## src/rtl/pipe_stage_reg_pkg.sv

```systemverilog
// Shared types and constants for the pipeline-stage register family.
package pipe_pkg;

    typedef enum logic [1:0] {
        EMPTY = 2'd0,
        ONE   = 2'd1,
        FULL  = 2'd2
    } occ_t;

    localparam int unsigned INSTR_NOP_ZERO = 0;

    localparam int DEFAULT_PC_W    = 32;
    localparam int DEFAULT_INSTR_W = 32;

    // Default-width payload; stages built with other widths declare their own matching struct.
    typedef struct packed {
        logic [DEFAULT_PC_W-1:0]    pc;
        logic [DEFAULT_INSTR_W-1:0] instr;
    } payload_t;

endpackage

```

## src/rtl/pipe_stage_reg_if.sv

```systemverilog
// Upstream/downstream valid-ready bus of a pipeline stage register.
interface pipe_stage_reg_if #(
    parameter int PC_W    = 32,
    parameter int INSTR_W = 32
);
    logic               in_valid;
    logic               in_ready;
    logic [PC_W-1:0]    in_pc;
    logic [INSTR_W-1:0] in_instr;
    logic               out_valid;
    logic               out_ready;
    logic [PC_W-1:0]    out_pc;
    logic [INSTR_W-1:0] out_instr;

    modport slave (
        input  in_valid, in_pc, in_instr, out_ready,
        output in_ready, out_valid, out_pc, out_instr
    );

    modport master (
        output in_valid, in_pc, in_instr, out_ready,
        input  in_ready, out_valid, out_pc, out_instr
    );
endinterface

```

## src/rtl/pipe_stage_reg_slot.sv

```systemverilog
// Load-enabled payload register used for the main and skid entries of a stage.
module pipe_slot #(
    parameter int W = 64
) (
    input  logic         clk_i,
    input  logic         rst_i,
    input  logic         load_i,
    input  logic [W-1:0] d_i,
    output logic [W-1:0] q_o
);

    logic [W-1:0] data_q;

    always_ff @(posedge clk_i) begin
        if (rst_i) begin
            data_q <= '0;
        end else if (load_i) begin
            data_q <= d_i;
        end
    end

    assign q_o = data_q;

endmodule

```

## src/rtl/pipe_stage_reg.sv

```systemverilog
// Pipeline stage register carrying {pc, instr} with valid/ready handshake,
// flush-to-bubble and an optional two-entry skid buffer.
module pipe_stage_reg
    import pipe_pkg::*;
#(
    parameter int               PC_W        = 32,
    parameter int               INSTR_W     = 32,
    parameter logic [INSTR_W-1:0] FLUSH_INSTR = INSTR_W'(INSTR_NOP_ZERO),
    parameter bit               SKID        = 1'b1
) (
    input  logic             sys_clk,
    input  logic             sys_rst,
    input  logic             flush_i,
    pipe_stage_reg_if.slave  bus,
    output logic [1:0]       occ
);

    localparam int W = PC_W + INSTR_W;

    typedef struct packed {
        logic [PC_W-1:0]    pc;
        logic [INSTR_W-1:0] instr;
    } slot_t;

    occ_t  state_q, state_d;
    slot_t main_q, skid_q, main_d, in_pl;
    logic  accept, consume, main_load, out_valid, in_ready;

    assign out_valid = (state_q != EMPTY);
    assign accept    = bus.in_valid & in_ready;
    assign consume   = out_valid & bus.out_ready;
    assign in_pl     = {bus.in_pc, bus.in_instr};

    always_comb begin
        state_d = state_q;
        case (state_q)
            EMPTY:   if (accept) state_d = ONE;
            ONE: begin
                if (accept && !consume) begin
                    state_d = FULL;
                end else if (!accept && consume) begin
                    state_d = EMPTY;
                end
            end
            FULL:    if (consume) state_d = ONE;
            default: state_d = EMPTY;
        endcase
        if (flush_i) begin
            state_d = EMPTY;
        end
    end

    always_ff @(posedge sys_clk) begin
        if (sys_rst) begin
            state_q <= EMPTY;
        end else begin
            state_q <= state_d;
        end
    end

    // Main refills from the skid when draining FULL, otherwise from the input.
    // Flush blocks the load so out_pc keeps the last presented value.
    assign main_d    = (state_q == FULL) ? skid_q : in_pl;
    assign main_load = !flush_i &&
                       ((state_q == FULL) ? consume
                                          : (accept && ((state_q == EMPTY) || consume)));

    pipe_slot #(.W(W)) u_main (
        .clk_i  (sys_clk),
        .rst_i  (sys_rst),
        .load_i (main_load),
        .d_i    (main_d),
        .q_o    (main_q)
    );

    generate
        if (SKID) begin : g_skid
            logic skid_load;
            logic in_ready_q;

            assign skid_load = !flush_i && accept && !consume && (state_q == ONE);

            pipe_slot #(.W(W)) u_skid (
                .clk_i  (sys_clk),
                .rst_i  (sys_rst),
                .load_i (skid_load),
                .d_i    (in_pl),
                .q_o    (skid_q)
            );

            // Registered ready: cuts the out_ready -> in_ready path.
            always_ff @(posedge sys_clk) begin
                if (sys_rst) begin
                    in_ready_q <= 1'b1;
                end else begin
                    in_ready_q <= (state_d != FULL);
                end
            end

            assign in_ready = in_ready_q;
        end else begin : g_noskid
            assign skid_q   = '0;
            assign in_ready = !out_valid || bus.out_ready;
        end
    endgenerate

    assign bus.in_ready  = in_ready;
    assign bus.out_valid = out_valid;
    assign bus.out_pc    = main_q.pc;
    assign bus.out_instr = out_valid ? main_q.instr : FLUSH_INSTR;
    assign occ           = state_q;

endmodule
```

## src/flat_wrapper.sv

```systemverilog
// flat-port wrapper written by rule: the top's interface ports become plain ports
module pipe_stage_reg_flat import pipe_pkg::*;
#(
    parameter int               PC_W        = 32,
    parameter int               INSTR_W     = 32,
    parameter logic [INSTR_W-1:0] FLUSH_INSTR = INSTR_W'(INSTR_NOP_ZERO),
    parameter bit               SKID        = 1'b1
)
  (sys_clk, sys_rst, flush_i, occ, bus_in_valid, bus_in_pc, bus_in_instr, bus_out_ready, bus_in_ready, bus_out_valid, bus_out_pc, bus_out_instr);
  pipe_stage_reg_if #(.PC_W(PC_W), .INSTR_W(INSTR_W)) bus_i ();
  input  logic sys_clk;
  input  logic sys_rst;
  input  logic flush_i;
  output logic [1:0] occ;
  input wire logic [$bits(bus_i.in_valid)-1:0] bus_in_valid;
  input wire logic [$bits(bus_i.in_pc)-1:0] bus_in_pc;
  input wire logic [$bits(bus_i.in_instr)-1:0] bus_in_instr;
  input wire logic [$bits(bus_i.out_ready)-1:0] bus_out_ready;
  output wire logic [$bits(bus_i.in_ready)-1:0] bus_in_ready;
  output wire logic [$bits(bus_i.out_valid)-1:0] bus_out_valid;
  output wire logic [$bits(bus_i.out_pc)-1:0] bus_out_pc;
  output wire logic [$bits(bus_i.out_instr)-1:0] bus_out_instr;
  assign bus_i.in_valid = bus_in_valid;
  assign bus_i.in_pc = bus_in_pc;
  assign bus_i.in_instr = bus_in_instr;
  assign bus_i.out_ready = bus_out_ready;
  assign bus_in_ready = bus_i.in_ready;
  assign bus_out_valid = bus_i.out_valid;
  assign bus_out_pc = bus_i.out_pc;
  assign bus_out_instr = bus_i.out_instr;
  pipe_stage_reg #(.PC_W(PC_W), .INSTR_W(INSTR_W), .FLUSH_INSTR(FLUSH_INSTR), .SKID(SKID)) u_core (.sys_clk(sys_clk), .sys_rst(sys_rst), .flush_i(flush_i), .bus(bus_i), .occ(occ));
endmodule
```

## config.mk

```make
export PLATFORM = sky130hd
export DESIGN_NAME = pipe_stage_reg_flat
export DESIGN_NICKNAME = d
export VERILOG_FILES = /design/src/rtl/pipe_stage_reg_pkg.sv /design/src/rtl/pipe_stage_reg_if.sv /design/src/rtl/pipe_stage_reg_slot.sv /design/src/rtl/pipe_stage_reg.sv /design/src/flat_wrapper.sv
export SDC_FILE = /design/constraint.sdc
export NUM_CORES = 1
export LEC_CHECK = 0
export ABC_CLOCK_PERIOD_IN_PS = 3200
export BUFFER_PORTS_ARGS = -buffer_cell sky130_fd_sc_hd__clkbuf_2
export CORE_MARGIN = 1.5
export CORE_UTILIZATION = 35
export DETAILED_ROUTE_END_ITERATION = 10
export PLACE_DENSITY = 0.58
export SLEW_MARGIN = 20
export SYNTH_ARGS = -nofsm -noshare
export SYNTH_HDL_FRONTEND = slang
export SYNTH_SLANG_ARGS = --single-unit
```

## constraint.sdc

```tcl
create_clock -name sys_clk -period 3.2 [get_ports sys_clk]
set_input_delay 0 -clock sys_clk [delete_from_list [all_inputs] [get_ports sys_clk]]
set_output_delay 0 -clock sys_clk [all_outputs]
set_load 0.02 [all_outputs]
```

==> impl_metrics.yaml, run 1 <==
timing:
  fmax_mhz: 454.6
  fin_skew_ns: 0.01010
  final.setup.tns_ns: 0
  finalCriticalPeriod_ns: 2.200
  rsz0062_at_grt: "no"
  whs_ns: 0.03450
  tightest_slew_ns: 0.7744
  finalSetupViolations: 0
  post-route-period-util: 0.6874
  drv_slew: 0
  slew_headroom: 0.4837
  finalHoldViolCount: 0
synthesis:
  yosysWarnings: 0
  synth-compound-area-share: 0.1843
  synth_top_family_by_area: "compound AO/OA/AOI/OAI gates"
  synth_top_area_frac: 0.4456
  synthAdderAreaFrac: 0
  mappedNetlistNets: 721
  yosys.area_share.simple: 0.1716
  synth_area_leaders: "dfxtp_1 (45%), mux2i_1 (11%), a211oi_2 (11%), nand2_1 (8.3%), buf_4 (6.3%)"
  netlist_area_um2: 5886
  avgSynthCellArea_um2: 9.027
  synth_mux_area_frac: 0.1088
  synthCells: 652
  yosysTopAreaCell: "dfxtp_1"
  synthXorXnorAreaFrac: 0
  synth_seq_cells: 131
  seq_area_frac_synth: 0.4456
  yosysUniqueCellTypes: 24
pwr:
  ir_drop_mv: 0.3297
  pwr-share-seq: 0.423
  p_sw_frac: 0.2555
  p_comb_frac: 0.123
  p_clk_frac: 0.454
  p_int_w: 0.003065
  leakagePower_nw: 3.372
  total_switching_power_w: 0.001052
  p_per_area_nw_per_um2: 534.4
worst_setup_path:
  end_kind: "flop"
  required_ns: 3.51
  worst-path-max-fanout: 31
  crit_buf_inv: 1
  timing.rr.end: "u_core.bus.in_ready$_SDFF_PP1_"
  path_depth: 4
  critPathSlowestCell: "nand3_2"
  path_cells: "nor4b_2 > nand3_2 > buf_4 > a21o_1"
  arrival_ns: 2.51
  r2r_slack_ns: 1.00
  r2r_cells: 4
  max_stage_delay_ns: 0.58
  cp-start-kind: "flop"
  critical_path_class: "reg2reg"
  cp_top_family: "simple AND/OR/NAND/NOR gates"
  r2r-start: "u_core.occ[1]$_SDFF_PP0_"
clock_network:
  postCtsResizedCells: 0
  cts_tree: "done"
  clock_latency_ns: 0.42
  cts_buffers: 17
  cts.clk_slew.worst_paths_ns: 0.06
  clock_path_buffers: 2
  clock-sinks: 131
  clockRootBuffer: "clkbuf_16"
  htreeDepth: 4
final_layout:
  post-route-cell-area_um2: 7705
  diodes: 0
  regArea_um2: 2623
  post-route-util: 0.4663
  syn_to_final_growth_pct: 30.91
  num-fill-cells: 1565
  drive_above_1_share: 0.2898
  nNetsFinal: 867
  layout.cells.non_filler: 1031
  multi_input_area_um2: 2773
global_route:
  grt.met2_usage: 0.2635
  grt_max_degree: 63
  grt_pass1_vias: 4569
  grt_overflow: 0
  grt_busiest_layer: "met2"
  use_met3: 0.04138
  antenna_found_initial: 0
  grt_pass1_wl_mm: 22.20
  grt_use_met1: 0.1921
  grtUsageTotal: 0.1575
detailed_routing:
  routed_wl_mm: 13.53
  ant_nets: 0
  vias: 4730
  drc: 0
  routedWlPerCell_um: 13.12
  dr.pass1.iters: 5
  vias_per_cell: 4.588
  drt_iter0_markers: 199
floorplanning:
  die_h_um: 132.7
  io_pins: 137
  fp.coreArea_um2: 16520
  fp.dieW_um: 132.7
  initial_utilization: 0.3562
  fp.dieArea_um2: 17600
  num_rows: 47
hold_path:
  hp-start: "bus_out_ready"
  min_path_cells: 3
  whs_endpoint: "u_core.bus.in_ready$_SDFF_PP1_"
  hold_class: "in2reg"
outcome:
  status: "complete, no violations"
run:
  maxCapViolCount: 0
placement:
  dp_hpwl_mm: 8.346
  io_buffers: 136
  dpl_cell_area_um2: 6486
  gp_congestion: 0.6882
  dp.cells: 934
metrics by stage:
| stage | setup slack [ns] | power, W |
|---|---|---|
| 6_report | 1.000 | 0.004117 |
| 5_1_grt | 0.7617 | 0.004288 |
| 4_1_cts | 0.9192 | 0.004173 |
| 3_5_place_dp | 0.9409 | 0.002225 |
| 3_3_place_gp | 0.9981 | 0.002222 |
| 2_1_floorplan | 1.685 | 0.002121 |
layout by cell type, fill, tap and decap left out, drive strengths merged:
cell type,instances
a21oi,65
a211oi,64
nand2b,1
inv,2
clkbuf,152
clkinvlp,4
a21o,1
nor2,67
bufinv,2
nor4b,1
dfxtp,131
mux2i,64
nand3,2
o21a,2
nand3b,2
nor2b,33
nand2,130
clkinv,9
a31oi,1
buf,11
or3,1
dlygate4sd3,65
nand4bb,1
sequential cells by signal (all words and copies together), names as in the netlist:
signal and flops:
u_core.bus.in_ready 1, u_core.g_skid.u_skid.q_o 64, u_core.occ 2, u_core.u_main.q_o 64
final cells by class:
cell class / instances / share of cell area
timing repair buffer: 211 / 0.1893
multi-input combinational: 435 / 0.3599
tap: 220 / 0.03573
clock inverter: 15 / 0.01851
clock buffer: 17 / 0.05521
sequential: 131 / 0.3404
inverter: 2 / 0.0009743
worst max path at each step:
stage                                         from                                        to
final                     u_core.occ[1]$_SDFF_PP0_            u_core.bus.in_ready$_SDFF_PP1_
after global routing      u_core.occ[1]$_SDFF_PP0_  u_core.g_skid.u_skid.q_o[3]$_SDFFE_PP0P_
after CTS                 u_core.occ[1]$_SDFF_PP0_  u_core.g_skid.u_skid.q_o[2]$_SDFFE_PP0P_
after detailed placement  u_core.occ[1]$_SDFF_PP0_  u_core.g_skid.u_skid.q_o[2]$_SDFFE_PP0P_
after global placement    u_core.occ[1]$_SDFF_PP0_            u_core.bus.in_ready$_SDFF_PP1_
after floorplan           u_core.occ[0]$_SDFF_PP0_        u_core.u_main.q_o[27]$_SDFFE_PP0P_
repair_timing:
item	CTS	global route
hold buffers	65	0
hold endpoints to repair	128	0
setup buffers	0	0
kinds of logic after synthesis:
kind of cell	count (synthesis)
muxes	64
and+or+nand+nor	238
AOI/OAI and AO/OA	133
buffers and inverters	86
DFF	131
cells in the mapped netlist, drive strengths merged:
| cell type | instances |
|---|---|
| a211oi | 64 |
| a21o | 1 |
| a21oi | 65 |
| a31oi | 1 |
| buf | 66 |
| clkbuf | 18 |
| dfxtp | 131 |
| inv | 2 |
| mux2i | 64 |
| nand2 | 130 |
| nand2b | 1 |
| nand3 | 2 |
| nand3b | 2 |
| nand4bb | 1 |
| nor2 | 67 |
| nor2b | 33 |
| nor4b | 1 |
| o21a | 2 |
| or3 | 1 |
per-layer routing:
layer / up-vias / share of wire / wire length (um)
li1: 2461 / - / -
met1: 2154 / 0.47 / 6314
met2: 99 / 0.48 / 6433
met3: 16 / 0.038 / 516
met4: 0 / 0.020 / 264
met5: - / 0 / 0
worst reg2reg max path, delay by kind of cell, from the launching register on:
kind	cells	cell delay, ns
compound gates	1	0.23
buf+inv	1	0.48
flops	1	0.41
simple gates	2	0.96
power groups by stage:
stage | logic (W) | registers (W) | clock network [W]
2_1_floorplan | 0.000353 | 0.00177 | 0
3_3_place_gp | 0.000445 | 0.00178 | 0
3_5_place_dp | 0.000446 | 0.00178 | 0
4_1_cts | 0.000511 | 0.00174 | 0.00192
5_1_grt | 0.000553 | 0.00175 | 0.00198
6_report | 0.000506 | 0.00174 | 0.00187
(Power assumes the default switching activity.)
==> run 2, diff against run 1 <==
--- a/config.mk
+++ b/config.mk
@@ -5,12 +5,12 @@
 export SDC_FILE = /design/constraint.sdc
 export NUM_CORES = 1
 export LEC_CHECK = 0
-export ABC_CLOCK_PERIOD_IN_PS = 3200
+export ABC_CLOCK_PERIOD_IN_PS = 1800
 export BUFFER_PORTS_ARGS = -buffer_cell sky130_fd_sc_hd__clkbuf_2
 export CORE_MARGIN = 1.5
 export CORE_UTILIZATION = 35
 export DETAILED_ROUTE_END_ITERATION = 10
-export PLACE_DENSITY = 0.58
+export PLACE_DENSITY = 0.6
 export SLEW_MARGIN = 20
 export SYNTH_ARGS = -nofsm -noshare
 export SYNTH_HDL_FRONTEND = slang
==> constraint.sdc (replaced) <==
create_clock -name sys_clk -period 1.8 [get_ports sys_clk]
set_input_delay 0 -clock sys_clk [delete_from_list [all_inputs] [get_ports sys_clk]]
set_output_delay 0 -clock sys_clk [all_outputs]
set_load 0.02 [all_outputs]
==> impl_metrics.yaml, run 2 (synthesized netlist as in run 1, its figures left out) <==
timing:
  drv_slew: 0
  finalCriticalPeriod_ns: 1.658
  post-route-period-util: 0.9209
  final.setup.tns_ns: 0
  finalHoldViolCount: 0
  fin_skew_ns: 0.006221
  rsz0062_at_grt: "no"
  slew_headroom: 0.7525
  tightest_slew_ns: 0.3713
  fmax_mhz: 603.3
  finalSetupViolations: 0
  setup_ws_ns: 0.1424
floorplanning:
  die_h_um: 132.7
  fp.dieW_um: 132.7
  fp.dieArea_um2: 17600
  initial_utilization: 0.3562
  num_rows: 47
  fp.coreArea_um2: 16520
  io_pins: 137
placement:
  dp.cells: 944
  dp_slack_ns: 0.1914
  dp_hpwl_mm: 8.688
  io_buffers: 136
  gp_congestion: 0.7476
detailed_routing:
  drt_iter0_markers: 195
  ant_nets: 0
  dr.pass1.iters: 7
  vias: 4841
  routedWlPerCell_um: 13.33
  vias_per_cell: 4.650
  routed_wl_mm: 13.88
  drc: 0
pwr:
  p_clk_frac: 0.475
  p_comb_frac: 0.123
  p_sw_frac: 0.2376
  p_per_area_nw_per_um2: 968.4
  report.power.total_w: 0.007710
  ir_drop_mv: 0.6072
  pwr-share-seq: 0.402
  p_int_w: 0.005878
  leakagePower_nw: 3.498
  total_switching_power_w: 0.001832
clock_network:
  clockRootBuffer: "clkbuf_16"
  clock-sinks: 131
  htreeDepth: 4
  clock_path_buffers: 2
  cts_tree: "done"
  clock_latency_ns: 0.42
  cts_buffers: 17
  postCtsSetupRepairBufs: 0
  cts.clk_slew.worst_paths_ns: 0.06
final_layout:
  post-route-util: 0.4818
  layout_common_cells: "clkbuf_2 (135), nand2_1 (130), dfxtp_1 (130)"
  layout.cells.non_filler: 1041
  drive_above_1_share: 0.2972
  multi_input_area_um2: 2773
  regArea_um2: 2624
  syn_to_final_growth_pct: 35.27
  num-fill-cells: 1548
  diodes: 0
  final_common_cell: "clkbuf_2"
  nNetsFinal: 878
worst_setup_path:
  critical_path_class: "reg2out"
  end_kind: "output port"
  arrival_ns: 1.66
  worst-path-max-fanout: 24
  required_ns: 1.80
  cp-start-kind: "flop"
global_route:
  grt_overflow: 0
  antenna_found_initial: 0
  grt_pass1_vias: 4656
  grt_max_degree: 65
  grtUsageTotal: 0.1664
  grt_pass1_wl_mm: 23.61
run:
  maxCapViolCount: 0
hold_path:
  hold_class: "in2reg"
outcome:
  status: "complete, no violations"
-- run 2: layout make-up --
class | count | share of cell area
sequential | 131 | 0.3296
tap | 220 | 0.03457
timing repair buffer | 222 | 0.2081
clock inverter | 10 | 0.01949
multi-input combinational | 435 | 0.3483
clock buffer | 21 | 0.05909
inverter | 2 | 0.0009430
-- run 2: per-layer routing --
metal / share of wire / track usage / vias to the layer above
met2: 0.49 / 0.2775 / 99
met3: 0.039 / 0.04100 / 13
met4: 0.016 / 0.06227 / 0
met5: 0 / 0 / -
met1: 0.46 / 0.2083 / 2243
li1: - / - / 2486
-- run 2: worst paths after layout --
path                                       startpoint                                  endpoint  slack [ns]  depth (start not counted)
max reg2reg                  u_core.occ[0]$_SDFF_PP0_        u_core.u_main.q_o[40]$_SDFFE_PP0P_        0.16                          6
min reg2reg  u_core.g_skid.u_skid.q_o[5]$_SDFFE_PP0P_  u_core.g_skid.u_skid.q_o[5]$_SDFFE_PP0P_        0.45                          2
max                          u_core.occ[1]$_SDFF_PP0_                          bus_out_instr[0]        0.14                          5
min                                     bus_out_ready            u_core.bus.in_ready$_SDFF_PP1_        0.03                          3
-- run 2: timing repair --
item,4_1_cts,5_1_grt
hold endpoints to repair,130,0
resized for setup,0,1
endpoints found under the setup margin,0,16
hold buffers,66,0
-- run 2: critical path: stages, from the launching register on --
cell and delay (ns):
dfxtp_2 0.40, buf_4 0.16, nor2_2 0.04, buf_4 0.23, nor2b_1 0.20, clkbuf_2 0.21
-- run 2: power by group through the flow --
stage	logic, W	registers [W]	clock network [W]
after global routing	0.00104	0.00312	0.00387
after detailed placement	0.000835	0.00316	0
final	0.000946	0.00310	0.00366
after floorplan	0.000627	0.00314	0
after CTS	0.000954	0.00310	0.00374
after global placement	0.000828	0.00316	0
-- run 2: stage by stage --
| stage | cell area, um2 | hold slack (ns) |
|---|---|---|
| 5_1_grt | 7961 | 0.04440 |
| 6_report | 7961 | 0.03134 |
| 4_1_cts | 7960 | 0.001699 |
| 3_5_place_dp | 6674 | 0.2436 |
| 2_1_floorplan | 5886 | 0.1360 |
| 3_3_place_gp | 6674 | 0.2397 |
==> run 3, diff against run 2 <==
--- a/config.mk
+++ b/config.mk
@@ -8,9 +8,9 @@
 export ABC_CLOCK_PERIOD_IN_PS = 1800
 export BUFFER_PORTS_ARGS = -buffer_cell sky130_fd_sc_hd__clkbuf_2
 export CORE_MARGIN = 1.5
-export CORE_UTILIZATION = 35
+export CORE_UTILIZATION = 49
 export DETAILED_ROUTE_END_ITERATION = 10
-export PLACE_DENSITY = 0.6
+export PLACE_DENSITY = 0.79
 export SLEW_MARGIN = 20
 export SYNTH_ARGS = -nofsm -noshare
 export SYNTH_HDL_FRONTEND = slang
==> impl_metrics.yaml, run 3 (synthesized netlist as in run 1, its figures left out) <==
outcome:
  status: "complete, no violations"
pwr:
  p_clk_frac: 0.454
  leakagePower_nw: 3.447
  pwr-share-seq: 0.420
  p_comb_frac: 0.126
  ir_drop_mv: 0.4791
  report.power.total_w: 0.007393
  p_int_w: 0.005635
  p_per_area_nw_per_um2: 954.8
  total_switching_power_w: 0.001758
  p_sw_frac: 0.2378
hold_path:
  min_path_cells: 3
  hold_class: "in2reg"
floorplanning:
  fp.dieW_um: 112.6
  fp.coreArea_um2: 11560
  fp.dieArea_um2: 12680
  num_rows: 39
  initial_utilization: 0.5089
  io_pins: 137
  die_h_um: 112.6
detailed_routing:
  drt_iter0_markers: 336
  drc: 0
  dr.pass1.iters: 5
  vias: 5047
  vias_per_cell: 5.268
  routedWlPerCell_um: 15.20
  routed_wl_mm: 14.56
  ant_nets: 0
clock_network:
  htreeDepth: 4
  clock_path_buffers: 2
  clockRootBuffer: "clkbuf_16"
  clock_latency_ns: 0.41
  cts_buffers: 17
  cts_tree: "done"
  clock-sinks: 131
  postCtsSetupRepairBufs: 0
  cts.clk_slew.worst_paths_ns: 0.05
final_layout:
  diodes: 0
  multi_input_area_um2: 2773
  syn_to_final_growth_pct: 31.55
  regArea_um2: 2624
  num-fill-cells: 867
  final_common_cell: "clkbuf_2"
  layout.cells.non_filler: 958
  drive_above_1_share: 0.2920
  nNetsFinal: 874
  post-route-util: 0.6695
  layout_common_cells: "clkbuf_2 (135), nand2_1 (130), dfxtp_1 (130)"
worst_setup_path:
  cp-start-kind: "flop"
  required_ns: 2.13
  critical_path_class: "reg2reg"
  end_kind: "flop"
  arrival_ns: 1.97
  r2r_cells: 5
  worst-path-max-fanout: 37
global_route:
  grt_overflow: 0
  grt_pass1_wl_mm: 23.07
  grt_max_degree: 75
  antenna_found_initial: 0
  grtUsageTotal: 0.2267
  grt_pass1_vias: 4966
placement:
  dp_hpwl_mm: 8.768
  dp.cells: 863
  io_buffers: 136
  gp_congestion: 0.8666
timing:
  rsz0062_at_grt: "no"
  slew_headroom: 0.6852
  drv_slew: 0
  finalHoldViolCount: 0
  final.setup.tns_ns: 0
  finalSetupViolations: 0
  post-route-period-util: 0.9117
  finalCriticalPeriod_ns: 1.641
  fin_skew_ns: 0.007149
  tightest_slew_ns: 0.4722
  fmax_mhz: 609.4
run:
  maxCapViolCount: 0
## run 3: cell count changes in the layout (fill, tap and decap cells not counted), moves of 2 or more
| cell | previous run | this run |
|---|---|---|
| clkinvlp_4 | 2 | 0 |
| clkbuf_8 | 3 | 5 |
| buf_12 | 13 | 8 |
| bufinv_16 | 4 | 2 |
## run 3: final cells by class
cell class                      instances  area share
Clock buffer                           24     0.06480
Clock inverter                          5    0.009696
Inverter                                2   0.0009696
Multi-Input combinational cell        435      0.3581
Sequential cell                       131      0.3389
Tap cell                              143     0.02311
Timing Repair Buffer                  218      0.2044
## run 3: path summary, 6_finish.rpt
kind,startpoint,endpoint,slack (ns)
setup reg to reg,u_core.occ[0]$_SDFF_PP0_,u_core.g_skid.u_skid.q_o[49]$_SDFFE_PP0P_,0.16
hold reg to reg,u_core.g_skid.u_skid.q_o[54]$_SDFFE_PP0P_,u_core.g_skid.u_skid.q_o[54]$_SDFFE_PP0P_,0.45
hold / removal,bus_out_ready,u_core.bus.in_ready$_SDFF_PP1_,0.02
setup / recovery,u_core.occ[0]$_SDFF_PP0_,u_core.g_skid.u_skid.q_o[49]$_SDFFE_PP0P_,0.16
## run 3: critical path: stages, from the launching register on
cell and delay (ns):
dfxtp_1 0.44, nor4b_2 0.34, nor2b_4 0.27, buf_12 0.22, nand2_1 0.09, a21oi_1 0.17
## run 3: power groups by stage
stage	sequential, W	clock, W	combinational (W)
after floorplan	0.00314	0	0.000627
after CTS	0.00310	0.00342	0.000916
after detailed placement	0.00316	0	0.000798
final	0.00311	0.00335	0.000932
after global placement	0.00316	0	0.000772
after global routing	0.00312	0.00356	0.00100
## run 3: per-layer routing
layer / track usage / vias to the layer above / routed length (um)
met5: 0 / - / 0
met4: 0.1139 / 0 / 514
met3: 0.04860 / 43 / 654
met2: 0.3939 / 174 / 7352
met1: 0.2639 / 2355 / 6039
li1: - / 2475 / -
## run 3: through the flow
step | instance area, um2 | hold slack [ns] | worst slack (ns)
finish | 7742 | 0.01909 | 0.1590
global route | 7742 | 0.03597 | 0.002873
CTS | 7725 | 0.001483 | 0.06108
detailed placement | 6497 | 0.2458 | 0.1163
global placement | 6497 | 0.2379 | 0.2111
floorplan | 5886 | 0.1360 | 0.2854
## run 3: what timing repair did
action / CTS / global route
endpoints found under the setup margin: 0 / 7
hold endpoints to repair: 118 / 0
hold buffers: 65 / 0
gates resized for setup: 0 / 2
